$ cat src/rtl/frame_sequencer_pkg.sv
// apu_pkg: constants and types shared by the APU frame sequencer.
//   FRAME_DIVIDER : APU clocks per sequencer step (1.789773 MHz / 240 Hz)
//   MODE_BIT      : $4017 bit selecting 5-step mode
//   INHIBIT_BIT   : $4017 bit inhibiting the frame IRQ
//   step_t        : sequencer step encodings STEP0..STEP4
//   last_step()   : final step of the sequence for a given mode
package apu_pkg;

    localparam int FRAME_DIVIDER = 7457;
    localparam int MODE_BIT      = 7;
    localparam int INHIBIT_BIT   = 6;

    typedef enum logic [2:0] {
        STEP0 = 3'd0,
        STEP1 = 3'd1,
        STEP2 = 3'd2,
        STEP3 = 3'd3,
        STEP4 = 3'd4
    } step_t;

    // 4-step mode wraps after STEP3, 5-step mode after STEP4.
    function automatic step_t last_step(input logic five_step);
        return five_step ? STEP4 : STEP3;
    endfunction

endpackage

$ cat src/rtl/frame_sequencer_if.sv
// frame_sequencer_if: register-side and channel-side signals of the frame
// sequencer.
//   reg_4017     : frame register value ([7]=mode, [6]=IRQ inhibit)
//   reg_event    : one-cycle strobe, reg_4017 was just written
//   status_read  : one-cycle strobe, $4015 read (clears frame IRQ)
//   enable_240hz : quarter-frame strobe
//   enable_120hz : half-frame strobe
//   frame_irq    : frame interrupt flag (level)
// master = CPU/register side driving the strobes, slave = the sequencer.
interface frame_sequencer_if;

    logic [7:0] reg_4017;
    logic       reg_event;
    logic       status_read;
    logic       enable_240hz;
    logic       enable_120hz;
    logic       frame_irq;

    modport master (
        output reg_4017,
        output reg_event,
        output status_read,
        input  enable_240hz,
        input  enable_120hz,
        input  frame_irq
    );

    modport slave (
        input  reg_4017,
        input  reg_event,
        input  status_read,
        output enable_240hz,
        output enable_120hz,
        output frame_irq
    );

endinterface

$ cat src/rtl/frame_sequencer_prescaler.sv
// frame_prescaler: modulo-N counter with synchronous clear.
//   clk   : clock, rising edge
//   rst   : asynchronous active-high reset (count -> 0)
//   clear : synchronous clear to 0, overrides counting
//   tc    : high while count == N-1 (terminal count)
module frame_prescaler
    import apu_pkg::*;
#(
    parameter int N = FRAME_DIVIDER,
    parameter int W = 13
) (
    input  logic clk,
    input  logic rst,
    input  logic clear,
    output logic tc
);

    logic [W-1:0] count;

    assign tc = (count == W'(N - 1));

    always_ff @(posedge clk or posedge rst) begin
        if (rst) begin
            count <= '0;
        end else if (clear || tc) begin
            count <= '0;
        end else begin
            count <= count + W'(1);
        end
    end

endmodule

$ cat src/rtl/frame_sequencer.sv
// frame_sequencer: APU frame counter. Divides the APU clock into one-cycle
// quarter-frame (~240 Hz) and half-frame (~120 Hz) strobes, implements the
// $4017 4-step / 5-step modes and the frame IRQ flag.
//   clk : APU clock, rising edge
//   rst : asynchronous active-high reset
//   bus : frame_sequencer_if.slave (register inputs, strobes, frame_irq)
module frame_sequencer
    import apu_pkg::*;
#(
    parameter int DIVIDER = FRAME_DIVIDER,
    parameter int DIV_W   = 13
) (
    input  logic              clk,
    input  logic              rst,
    frame_sequencer_if.slave  bus
);

    logic  tc;
    step_t step;
    logic  mode_q;
    logic  inhibit_q;
    logic  quarter;
    logic  half;
    logic  irq_set;
    logic  write_mode;
    logic  write_inhibit;

    logic  enable_240hz;
    logic  enable_120hz;
    logic  frame_irq;

    // Quarter-frame strobe decode: every step except the silent 5-step step 3.
    function automatic logic quarter_on(input logic five_step, input step_t s);
        return five_step ? (s != STEP3) : 1'b1;
    endfunction

    // Half-frame strobe decode: steps 1 and the last step of the sequence.
    function automatic logic half_on(input logic five_step, input step_t s);
        return five_step ? (s == STEP1 || s == STEP4) : (s == STEP1 || s == STEP3);
    endfunction

    frame_prescaler #(
        .N (DIVIDER),
        .W (DIV_W)
    ) u_prescaler (
        .clk   (clk),
        .rst   (rst),
        .clear (bus.reg_event),
        .tc    (tc)
    );

    assign write_mode    = bus.reg_4017[MODE_BIT];
    assign write_inhibit = bus.reg_4017[INHIBIT_BIT];
    assign quarter       = quarter_on(mode_q, step);
    assign half          = half_on(mode_q, step);

    // A register write on the TC cycle restarts the sequence, so the step-3
    // IRQ set is suppressed along with the step strobes.
    assign irq_set = tc && !bus.reg_event && !mode_q && !inhibit_q && (step == STEP3);

    always_ff @(posedge clk or posedge rst) begin
        if (rst) begin
            step         <= STEP0;
            mode_q       <= 1'b0;
            inhibit_q    <= 1'b0;
            enable_240hz <= 1'b0;
            enable_120hz <= 1'b0;
            frame_irq    <= 1'b0;
        end else begin
            enable_240hz <= 1'b0;
            enable_120hz <= 1'b0;

            if (bus.reg_event) begin
                mode_q       <= write_mode;
                inhibit_q    <= write_inhibit;
                step         <= STEP0;
                // Writing 5-step mode clocks the channels immediately.
                enable_240hz <= write_mode;
                enable_120hz <= write_mode;
            end else if (tc) begin
                // Strobes come from the step being left, not the one entered.
                enable_240hz <= quarter;
                enable_120hz <= half;
                step         <= (step == last_step(mode_q)) ? STEP0 : step_t'(step + 3'd1);
            end

            // Priority: inhibit write clears, then step-3 set, then status read clears.
            if (bus.reg_event && write_inhibit) begin
                frame_irq <= 1'b0;
            end else if (irq_set) begin
                frame_irq <= 1'b1;
            end else if (bus.status_read) begin
                frame_irq <= 1'b0;
            end
        end
    end

    assign bus.enable_240hz = enable_240hz;
    assign bus.enable_120hz = enable_120hz;
    assign bus.frame_irq    = frame_irq;

endmodule

$ cat src/flat_wrapper.sv
// flat-port wrapper written by rule: the top's interface ports become plain ports
module frame_sequencer_flat import apu_pkg::*;
#(
    parameter int DIVIDER = FRAME_DIVIDER,
    parameter int DIV_W   = 13
)
  (clk, rst, bus_reg_4017, bus_reg_event, bus_status_read, bus_enable_240hz, bus_enable_120hz, bus_frame_irq);
  frame_sequencer_if bus_i ();
  input  logic clk;
  input  logic rst;
  input wire logic [$bits(bus_i.reg_4017)-1:0] bus_reg_4017;
  input wire logic [$bits(bus_i.reg_event)-1:0] bus_reg_event;
  input wire logic [$bits(bus_i.status_read)-1:0] bus_status_read;
  output wire logic [$bits(bus_i.enable_240hz)-1:0] bus_enable_240hz;
  output wire logic [$bits(bus_i.enable_120hz)-1:0] bus_enable_120hz;
  output wire logic [$bits(bus_i.frame_irq)-1:0] bus_frame_irq;
  assign bus_i.reg_4017 = bus_reg_4017;
  assign bus_i.reg_event = bus_reg_event;
  assign bus_i.status_read = bus_status_read;
  assign bus_enable_240hz = bus_i.enable_240hz;
  assign bus_enable_120hz = bus_i.enable_120hz;
  assign bus_frame_irq = bus_i.frame_irq;
  frame_sequencer #(.DIVIDER(DIVIDER), .DIV_W(DIV_W)) u_core (.clk(clk), .rst(rst), .bus(bus_i));
endmodule
$ cat config.mk
export PLATFORM = sky130hd
export DESIGN_NAME = frame_sequencer_flat
export DESIGN_NICKNAME = d
export VERILOG_FILES = /design/src/rtl/frame_sequencer_pkg.sv /design/src/rtl/frame_sequencer_if.sv /design/src/rtl/frame_sequencer_prescaler.sv /design/src/rtl/frame_sequencer.sv /design/src/flat_wrapper.sv
export SDC_FILE = /design/constraint.sdc
export NUM_CORES = 1
export LEC_CHECK = 0
export ABC_CLOCK_PERIOD_IN_PS = 3800
export CORE_ASPECT_RATIO = 1.5
export CORE_UTILIZATION = 50
export CTS_CLUSTER_DIAMETER = 80
export DETAILED_ROUTE_END_ITERATION = 16
export GPL_TIMING_DRIVEN = 0
export PLACE_DENSITY = 0.7
export SYNTH_ARGS = -nofsm -noshare
export SYNTH_HDL_FRONTEND = slang
export SYNTH_SLANG_ARGS = --single-unit
$ cat constraint.sdc
create_clock -name clk -period 3.8 [get_ports clk]
set_input_delay 0.57 -clock clk [delete_from_list [all_inputs] [get_ports clk]]
set_output_delay 0.57 -clock clk [all_outputs]
set_load 0.02 [all_outputs]
### Word level (Yosys, flattened, before mapping)

Cells that the tools add are included.

| word-level totals | value |
|---|---|
| flip-flop bits (word level) | 21 |
| latch bits | 0 |
| RAM bits | 0 |
| memory bits (read-only) | 0 |
| input port bits | 12 |
| output and inout bits | 3 |
| logic and storage cells | 42 |
| memories kept | 0 |

| cells by class | value |
|---|---|
| add/subtract/negate cells | 2 |
| multipliers | 0 |
| divide/modulo/power cells | 0 |
| $lt $le $gt $ge | 0 |
| equality and inequality tests | 6 |
| shift operators | 0 |
| mux-type cells | 14 |
| bitwise gates (word level) | 0 |
| reductions and logical operators | 13 |

Operators with widths:

| kind | number |
|---|---|
| $add A13 B1 Y13 const B | 1 |
| $eq A13 B13 Y1 const B | 1 |
| $mux W13 | 1 |
| $mux W3 | 4 |
| $mux W1 | 9 |
| $logic_and A1 B1 Y1 | 5 |
| $add A3 B1 Y3 const B | 1 |
| $eq A3 B1 Y1 const B | 1 |
| $eq A3 B2 Y1 const B | 1 |
| $eq A3 B3 Y1 | 1 |
| $eq A3 B3 Y1 const B | 1 |
| $logic_not A1 Y1 | 3 |
| $logic_or A1 B1 Y1 | 3 |
| $ne A3 B2 Y1 const B | 1 |
| $reduce_bool A3 Y1 | 1 |
| $reduce_bool A2 Y1 | 1 |

### Logic depth before layout (Yosys ltp)

Gate-level depths: netlist of the first run.

| logic depth | value |
|---|---|
| depth in word-level cells | 7 |
| gate-level depth with buffers | 7 |
| mapped depth without buffers | 6 |

### Modules after synthesis

A second synthesis of the first run with hierarchy kept.

| unflattened totals | value |
|---|---|
| cell total of the unflattened synthesis | 106 |
| area, all modules | 1081.0 um2 |

Modules (own cells, without submodules):

| module | instances | cells an instance | area each (um2) | sequential area each (um2) |
|---|---|---|---|---|
| frame_prescaler | 1 | 67 | 660.6 | 325.3 |
| frame_sequencer | 1 | 39 | 420.4 | 200.2 |

### Worst setup path after synthesis of the first run

No wires, ideal clock.

| timing | value |
|---|---|
| path kind | reg2reg |
| start point | register u_core.u_prescaler.count[0] |
| end point | register u_core.frame_irq, in the netlist u_core.bus.frame_irq |
| setup time | 104 ps |
| arrival time | 1408 ps |
| data required time | 3696 ps |
| setup slack | 2288 ps |
| stages on the path, launching flop included | 8 |
| path buffers | 1 |
| period minus slack after synthesis | 1512 ps |
| cells stage by stage | dfrtp_1 > inv_1 > ha_1 > nor4b_4 > nand3_1 > or2_1 > buf_6 > o41ai_4 |

| on the way | value |
|---|---|
| word-level cells in the longest chain between the ends | 7 |
| elaborated cells on any way between the ends | 8 |
| those cells by class | eq/ne (1); mux (2); reduce/logical (5) |

Ends and longest elaborated chain:

| what | line | source |
|---|---|---|
| from (decl) | frame_sequencer_prescaler.sv:18 | `logic [W-1:0] count;` |
| from (signal assigned) | frame_sequencer_prescaler.sv:28 | `count <= count + W'(1);` |
| $eq A13 B13 Y1 * | frame_sequencer_prescaler.sv:20 | `assign tc = (count == W'(N - 1));` |
| $logic_and A1 B1 Y1 * (4 in a row) | frame_sequencer.sv:59 | `assign irq_set = tc && !bus.reg_event && !mode_q && !inhibit_q && (step == STEP3);` |
| $mux W1 | frame_sequencer.sv:90 | `end else if (irq_set) begin` |
| $mux W1 | frame_sequencer.sv:88 | `if (bus.reg_event && write_inhibit) begin` |
| to (signal assigned) | frame_sequencer.sv:89 | `frame_irq <= 1'b0;` |
| to (signal assigned) | frame_sequencer.sv:91 | `frame_irq <= 1'b1;` |
| to (signal assigned) | frame_sequencer.sv:93 | `frame_irq <= 1'b0;` |
| to (decl) | frame_sequencer.sv:30 | `logic frame_irq;` |

Every way passes the cells marked *; elsewhere a longest branch is shown, timed or not.
A chain may end at the register's enable or synchronous reset.

### Worst setup path in the final report of the first run

| timing | value |
|---|---|
| start point | register u_core.frame_irq, in the netlist u_core.bus.frame_irq |
| end point | output bus_frame_irq |

RTL lines:

| what | line | source |
|---|---|---|
| from (signal assigned) | frame_sequencer.sv:68 | `frame_irq <= 1'b0;` |
| from (signal assigned) | frame_sequencer.sv:89 |  |
| from (signal assigned) | frame_sequencer.sv:91 |  |
| to (decl) | flat_wrapper.sv:16 | `output wire logic [$bits(bus_i.frame_irq)-1:0] bus_frame_irq;` |

No word-level cell between the ends.

==> impl_metrics.tcl, run 1 <==
set metrics [dict create \
    outcome "completed" \
    clkTransAtPathRegs_ns 0.11 \
    hpwl_um 1550 \
    clock.fmax_mhz 546 \
    cpMaxStageDelayCell "clkdlybuf4s50_1" \
    cp_max_fo 2 \
    layout_common_cells "dfrtp_1, nor2_1, inv_1" \
    fp.dieW_um 40.2 \
    required_ns 3.23 \
    hold_violations 0 \
    start_util 0.534 \
    cp-end-kind "primary output" \
    min_path_cells 1 \
    mostFrequentLayoutCell "dfrtp_1" \
    h-tree-depth 1 \
    crit_family "buffers and inverters" \
    cts-root-buf "clkbuf_4" \
    antenna_left 0 \
    cpPeakStageDelay_ns 0.60 \
    ctsHoldBuffers 0 \
    area_delta_synth_final_pct 12.2 \
    min_from "u_core.u_prescaler.count[0]" \
    grt_antenna_before_repair 0 \
    yosys_warnings 0 \
    arrival_ns 1.26 \
    syn_area_per_cell_um2 10.1 \
    grt_max_degree 22 \
    synth_ff_type "dfrtp_1" \
    rsz0062_at_grt "no" \
    fin_setup_tns_ns 0 \
    p_per_area_mw_per_mm2 302 \
    r2r_end "u_core.bus.frame_irq" \
    cts_tree "done" \
    rows 20 \
    worstMarginPinSlew_ns 0.776 \
    ios 15 \
    overflow 0 \
    globalplace.congestion 0.712 \
    drv_slew 0 \
    crit_buf_inv 1 \
    cts_sinks 21 \
    yosysSeqAreaShare 0.480 \
    async_flop_share 1.00 \
    path_cells "clkdlybuf4s50_1" \
    syn_nets 126 \
    relSlewSlack 0.482 \
    r2r_cells 7 \
    ys_ff_latch 21 \
    fin_cells 142 \
    pwr-share-comb 0.083 \
    p_leak_nw 0.537 \
    setup_viol 0 \
    placed_cells 138 \
    r2r_setup_slack_ns 2.10 \
    via_per_inst 5.51 \
    ir_drop_v 0.000185 \
    numCtsBuffers 3 \
    multi_input_comb_area_um2 504 \
    portBuffers 8 \
    synth_area_mm2 0.00109 \
    dr.first_iter.drc_count 21 \
    die_height_um 59.3 \
    dr_total_vias 783 \
    switching_power_w 0.0000872 \
    nets 139 \
    fillers 179 \
    first_pass_iters 4 \
    dieArea_mm2 0.00238 \
    grt_pass1_wl_um 3330 \
    regArea_um2 526 \
    worstSetupStartpointType "flop" \
    cts_buffer_depth 2 \
    fin_crit_ns 1.83 \
    skew_ns 0.00525 \
    hold_path_class "flop to flop" \
    p_int_w 0.000284 \
    grt_pass1_vias 799 \
    core_mm2 0.00205 \
    wl_per_cell_um 14.0 \
    synth_edf_count 0 \
    p_sw_frac 0.235 \
    drt-total-wl_um 1980 \
    pwr-share-clk 0.283 \
    drive_above_1_share 0.0667 \
    clkLatencyLatePin_ns 0.30 \
    period_share 0.482 \
    power_frac_seq 0.634 \
    post-cts-setup-buffers 0 \
    path_class "flop to primary output" \
    insertedDiodeCount 0 \
    maxCapViolCount 0 \
    r2r-start "u_core.u_prescaler.count[0]" \
    min_to "u_core.u_prescaler.count[0]" \
    synthCells 108 \
    post_cts_resized 0 \
    grt_usage 0.201 \
    synthDistinctLibCells 30 \
    drc_errors 0 \
]
cell usage after synthesis (2+ instances only):
cell type  instances  share of area
o22ai_1            2          0.011
nand2_1            6          0.021
o21ai_1            2         0.0091
dfrtp_1           21           0.48
nor3_1             4          0.018
inv_1             13          0.045
o21ai_0            2         0.0091
nand4_1            2          0.011
xnor2_1           10          0.080
nor2_1            17          0.058
ha_1               6          0.069
nand3_1            5          0.023
layout make-up:
| cell class | count | share of cell area |
|---|---|---|
| flip-flops and latches | 21 | 0.428 |
| multi-input cells | 72 | 0.410 |
| repair buffers | 8 | 0.0652 |
| inverters | 13 | 0.0397 |
| well taps | 22 | 0.0224 |
| clock buffers | 4 | 0.0214 |
| plain buffers | 2 | 0.0132 |
cells by family (layout without fill, tap and decap cells):
group	after synthesis	count (layout)	synth area share
buffers and inverters	15	27	0.0594
xor gates and xnor gates	11	11	0.0880
AOI/OAI and AO/OA	12	12	0.0949
DFF	21	21	0.480
and+or+nand+nor	43	43	0.209
adders and majority gates	6	6	0.0686
state kept, by name, indices dropped and copies added, names as in the netlist:
name	cells
u_core.bus.frame_irq	1
u_core.bus.enable_240hz	1
u_core.step	3
u_core.u_prescaler.count	13
u_core.inhibit_q	1
u_core.bus.enable_120hz	1
u_core.mode_q	1
metal layers:
layer,track usage,up-vias,share of wire
li1,-,387,-
met5,0,-,0
met2,0.376,14,0.56
met3,0.0226,4,0.023
met1,0.217,378,0.41
met4,0.0714,0,0.0096
stage by stage:
step	power (W)	area, um^2	util	setup WS (ns)	hold slack, ns
finish	0.000371	1230	0.599	1.97	0.534
global route	0.000388	1230	0.599	1.91	0.565
CTS	0.000375	1230	0.599	1.96	0.544
detailed placement	0.000271	1200	0.586	1.91	0.529
global placement	0.000269	1200	0.586	1.94	0.505
floorplan	0.000257	1090	-	2.29	0.474
power groups by stage:
stage / Clock (W) / Combinational (W) / Sequential (W)
floorplan: 0 / 0.0000172 / 0.000240
global placement: 0 / 0.0000298 / 0.000239
detailed placement: 0 / 0.0000315 / 0.000240
CTS: 0.000108 / 0.0000317 / 0.000236
global route: 0.000116 / 0.0000352 / 0.000237
finish: 0.000105 / 0.0000309 / 0.000235
how the worst max path moves through the flow:
stage                     cells past startpoint                   startpoint                           to
final                                         1         u_core.bus.frame_irq                bus_frame_irq
after global routing                          1         u_core.bus.frame_irq                bus_frame_irq
after detailed placement                      4                bus_reg_event  u_core.u_prescaler.count[5]
after global placement                        4                bus_reg_event  u_core.u_prescaler.count[7]
after CTS                                     1         u_core.bus.frame_irq                bus_frame_irq
after floorplan                               7  u_core.u_prescaler.count[0]         u_core.bus.frame_irq
Power figures use the tool's default switching activity.
==> run 2, diff against run 1 <==
--- a/config.mk
+++ b/config.mk
@@ -5,9 +5,9 @@
 export SDC_FILE = /design/constraint.sdc
 export NUM_CORES = 1
 export LEC_CHECK = 0
-export ABC_CLOCK_PERIOD_IN_PS = 3800
+export ABC_CLOCK_PERIOD_IN_PS = 1600
 export CORE_ASPECT_RATIO = 1.5
-export CORE_UTILIZATION = 50
+export CORE_UTILIZATION = 48
 export CTS_CLUSTER_DIAMETER = 80
 export DETAILED_ROUTE_END_ITERATION = 16
 export GPL_TIMING_DRIVEN = 0
==> constraint.sdc (replaced) <==
create_clock -name clk -period 1.6 [get_ports clk]
set_input_delay 0.24 -clock clk [delete_from_list [all_inputs] [get_ports clk]]
set_output_delay 0.24 -clock clk [all_outputs]
set_load 0.02 [all_outputs]
==> run 2 against run 1 <==
Clock power is 140% higher. Largest cell class unchanged. Final area is 3.3% higher. Utilization is 1.2 points higher. Sequential share of layout area is 1.3 points lower. Setup slack worse by 1.9 ns. Final cell count is 2.8% higher. Via count is 0.51% higher. Non-clock buffer count is 4 higher. Clock skew is 0.0037 ns lower. Critical endpoint is now u_core.bus.frame_irq.
==> impl_metrics.tcl, run 2 (synthesis results as in run 1) <==
set metrics [dict create \
    arrival_ns 1.78 \
    crit_buf_inv 2 \
    area_delta_synth_final_pct 15.9 \
    dr.first_iter.drc_count 11 \
    grt_pass1_vias 784 \
    r2r_cells 7 \
    p_per_area_mw_per_mm2 704 \
    via_per_inst 5.39 \
    first_pass_iters 4 \
    wl_per_cell_um 13.4 \
    cp_max_fo 6 \
    portBuffers 8 \
    worstMarginPinSlew_ns 0.793 \
    largest_registers "u_core.u_prescaler.count x13, u_core.step x3" \
    fin_setup_tns_ns 0 \
    fin_crit_ns 1.57 \
    antenna_left 0 \
    rsz0062_at_grt "yes" \
    grt_pass1_wl_um 3260 \
    r2r-start "u_core.u_prescaler.count[0]" \
    hold_path_class "input port to asynchronous set/reset pin" \
    cpPeakStageDelay_ns 0.40 \
    cp-end-kind "flop" \
    die_height_um 60.5 \
    h-tree-depth 1 \
    setup_viol 0 \
    p_leak_nw 0.560 \
    outcome "completed" \
    relSlewSlack 0.471 \
    fp.dieW_um 41.0 \
    rows 20 \
    clkTransAtPathRegs_ns 0.11 \
    crit_family "simple AND/OR/NAND/NOR gates" \
    period_share 0.982 \
    core_mm2 0.00208 \
    largest_reg_flops 13 \
    clock.fmax_mhz 636 \
    r2r_end "u_core.bus.frame_irq" \
    worstSetupStartpointType "flop" \
    overflow 0 \
    dieArea_mm2 0.00248 \
    cts-root-buf "clkbuf_4" \
    required_ns 1.81 \
    cts_sinks 21 \
    ios 15 \
    grt_antenna_before_repair 0 \
    cts_buffer_depth 2 \
    drv_slew 0 \
    grt_usage 0.195 \
    cpMaxStageDelayCell "dfrtp_1" \
    r2r_setup_slack_ns 0.03 \
    skew_ns 0.00150 \
    ctsHoldBuffers 0 \
    drive_above_1_share 0.113 \
    maxCapViolCount 0 \
    globalplace.congestion 0.724 \
    clkLatencyLatePin_ns 0.30 \
    path_class "flop to flop" \
    insertedDiodeCount 0 \
    nets 143 \
    ir_drop_v 0.000378 \
    start_util 0.527 \
    cts_tree "done" \
    drc_errors 0 \
    largest_register "u_core.u_prescaler.count" \
    grt_max_degree 22 \
    numCtsBuffers 3 \
    final_area_mm2 0.00127 \
    layout_common_cells "dfrtp_1, nor2_1, inv_1" \
    placed_area_mm2 0.00120 \
    dr_total_vias 787 \
    hold_violations 0 \
    path_cells "inv_1 -> ha_1 -> nor4b_4 -> nand3_1 -> or2_1 -> buf_6 -> o41ai_4" \
    mostFrequentLayoutCell "dfrtp_1" \
    drt-total-wl_um 1950 \
    hpwl_um 1430 \
]
## run 2: cell types whose count changed in the layout (fill, tap and decap cells not counted), sizes merged
cell	previous run	this run
clkinv	0	1
buf	2	6
clkbuf	4	3
## run 2: how the worst max path moves through the flow
stage / start / end / slack (ns) / cells after the start
2_1_floorplan: u_core.u_prescaler.count[0] / u_core.bus.frame_irq / 0.09 / 7
3_3_place_gp: u_core.u_prescaler.count[0] / u_core.bus.frame_irq / -0.005 / 7
3_5_place_dp: u_core.u_prescaler.count[0] / u_core.bus.frame_irq / -0.01 / 7
4_1_cts: u_core.u_prescaler.count[0] / u_core.bus.frame_irq / 0.01 / 7
5_1_grt: u_core.u_prescaler.count[1] / u_core.bus.frame_irq / -0.09 / 7
6_report: u_core.u_prescaler.count[0] / u_core.bus.frame_irq / 0.03 / 7
## run 2: cell type report
type | instances | area [um^2]
plain buffers | 2 | 18.8
clock buffers | 3 | 22.5
clock inverters | 1 | 5.00
fillers | 191 | 808
inverters | 13 | 48.8
multi-input cells | 72 | 510
flip-flops and latches | 21 | 526
well taps | 22 | 27.5
repair buffers | 12 | 110
## run 2: through the flow
step            util  power [W]  hold WS (ns)  setup slack [ns]  cells
2_1_floorplan      -   0.000610         0.217            0.0883    108
3_3_place_gp   0.579   0.000640         0.492          -0.00536    138
3_5_place_dp   0.579   0.000643         0.505           -0.0133    138
4_1_cts        0.599   0.000905         0.399            0.0127    144
5_1_grt        0.611   0.000940         0.443           -0.0905    146
6_report       0.611   0.000893         0.374            0.0282    146
## run 2: worst register-to-register path: stages (launching register included)
cell and delay (ns):
dfrtp_1 0.40, inv_1 0.06, ha_1 0.14, nor4b_4 0.21, nand3_1 0.12, or2_1 0.23
buf_6 0.14, o41ai_4 0.20
## run 2: repair_timing
action | 4_1_cts | 5_1_grt
setup buffers | 2 | 2
pin swaps | 0 | 1
setup endpoints to repair | 2 | 15
resized for setup | 0 | 3
## run 2: where the power goes
group / total (W) / internal (W) / switching (W) / leakage [nW]
sequential: 0.000556 / 0.000544 / 0.0000124 / 0.285
combinational: 0.0000854 / 0.0000430 / 0.0000424 / 0.257
clock: 0.000252 / 0.0000932 / 0.000158 / 0.0177
## run 2: per-layer routing
| layer | wire length, um | global-route usage | vias to the layer above |
|---|---|---|---|
| li1 | - | - | 393 |
| met1 | 805 | 0.200 | 381 |
| met2 | 1080 | 0.357 | 9 |
| met3 | 39 | 0.0220 | 4 |
| met4 | 24 | 0.100 | 0 |
| met5 | 0 | 0 | - |
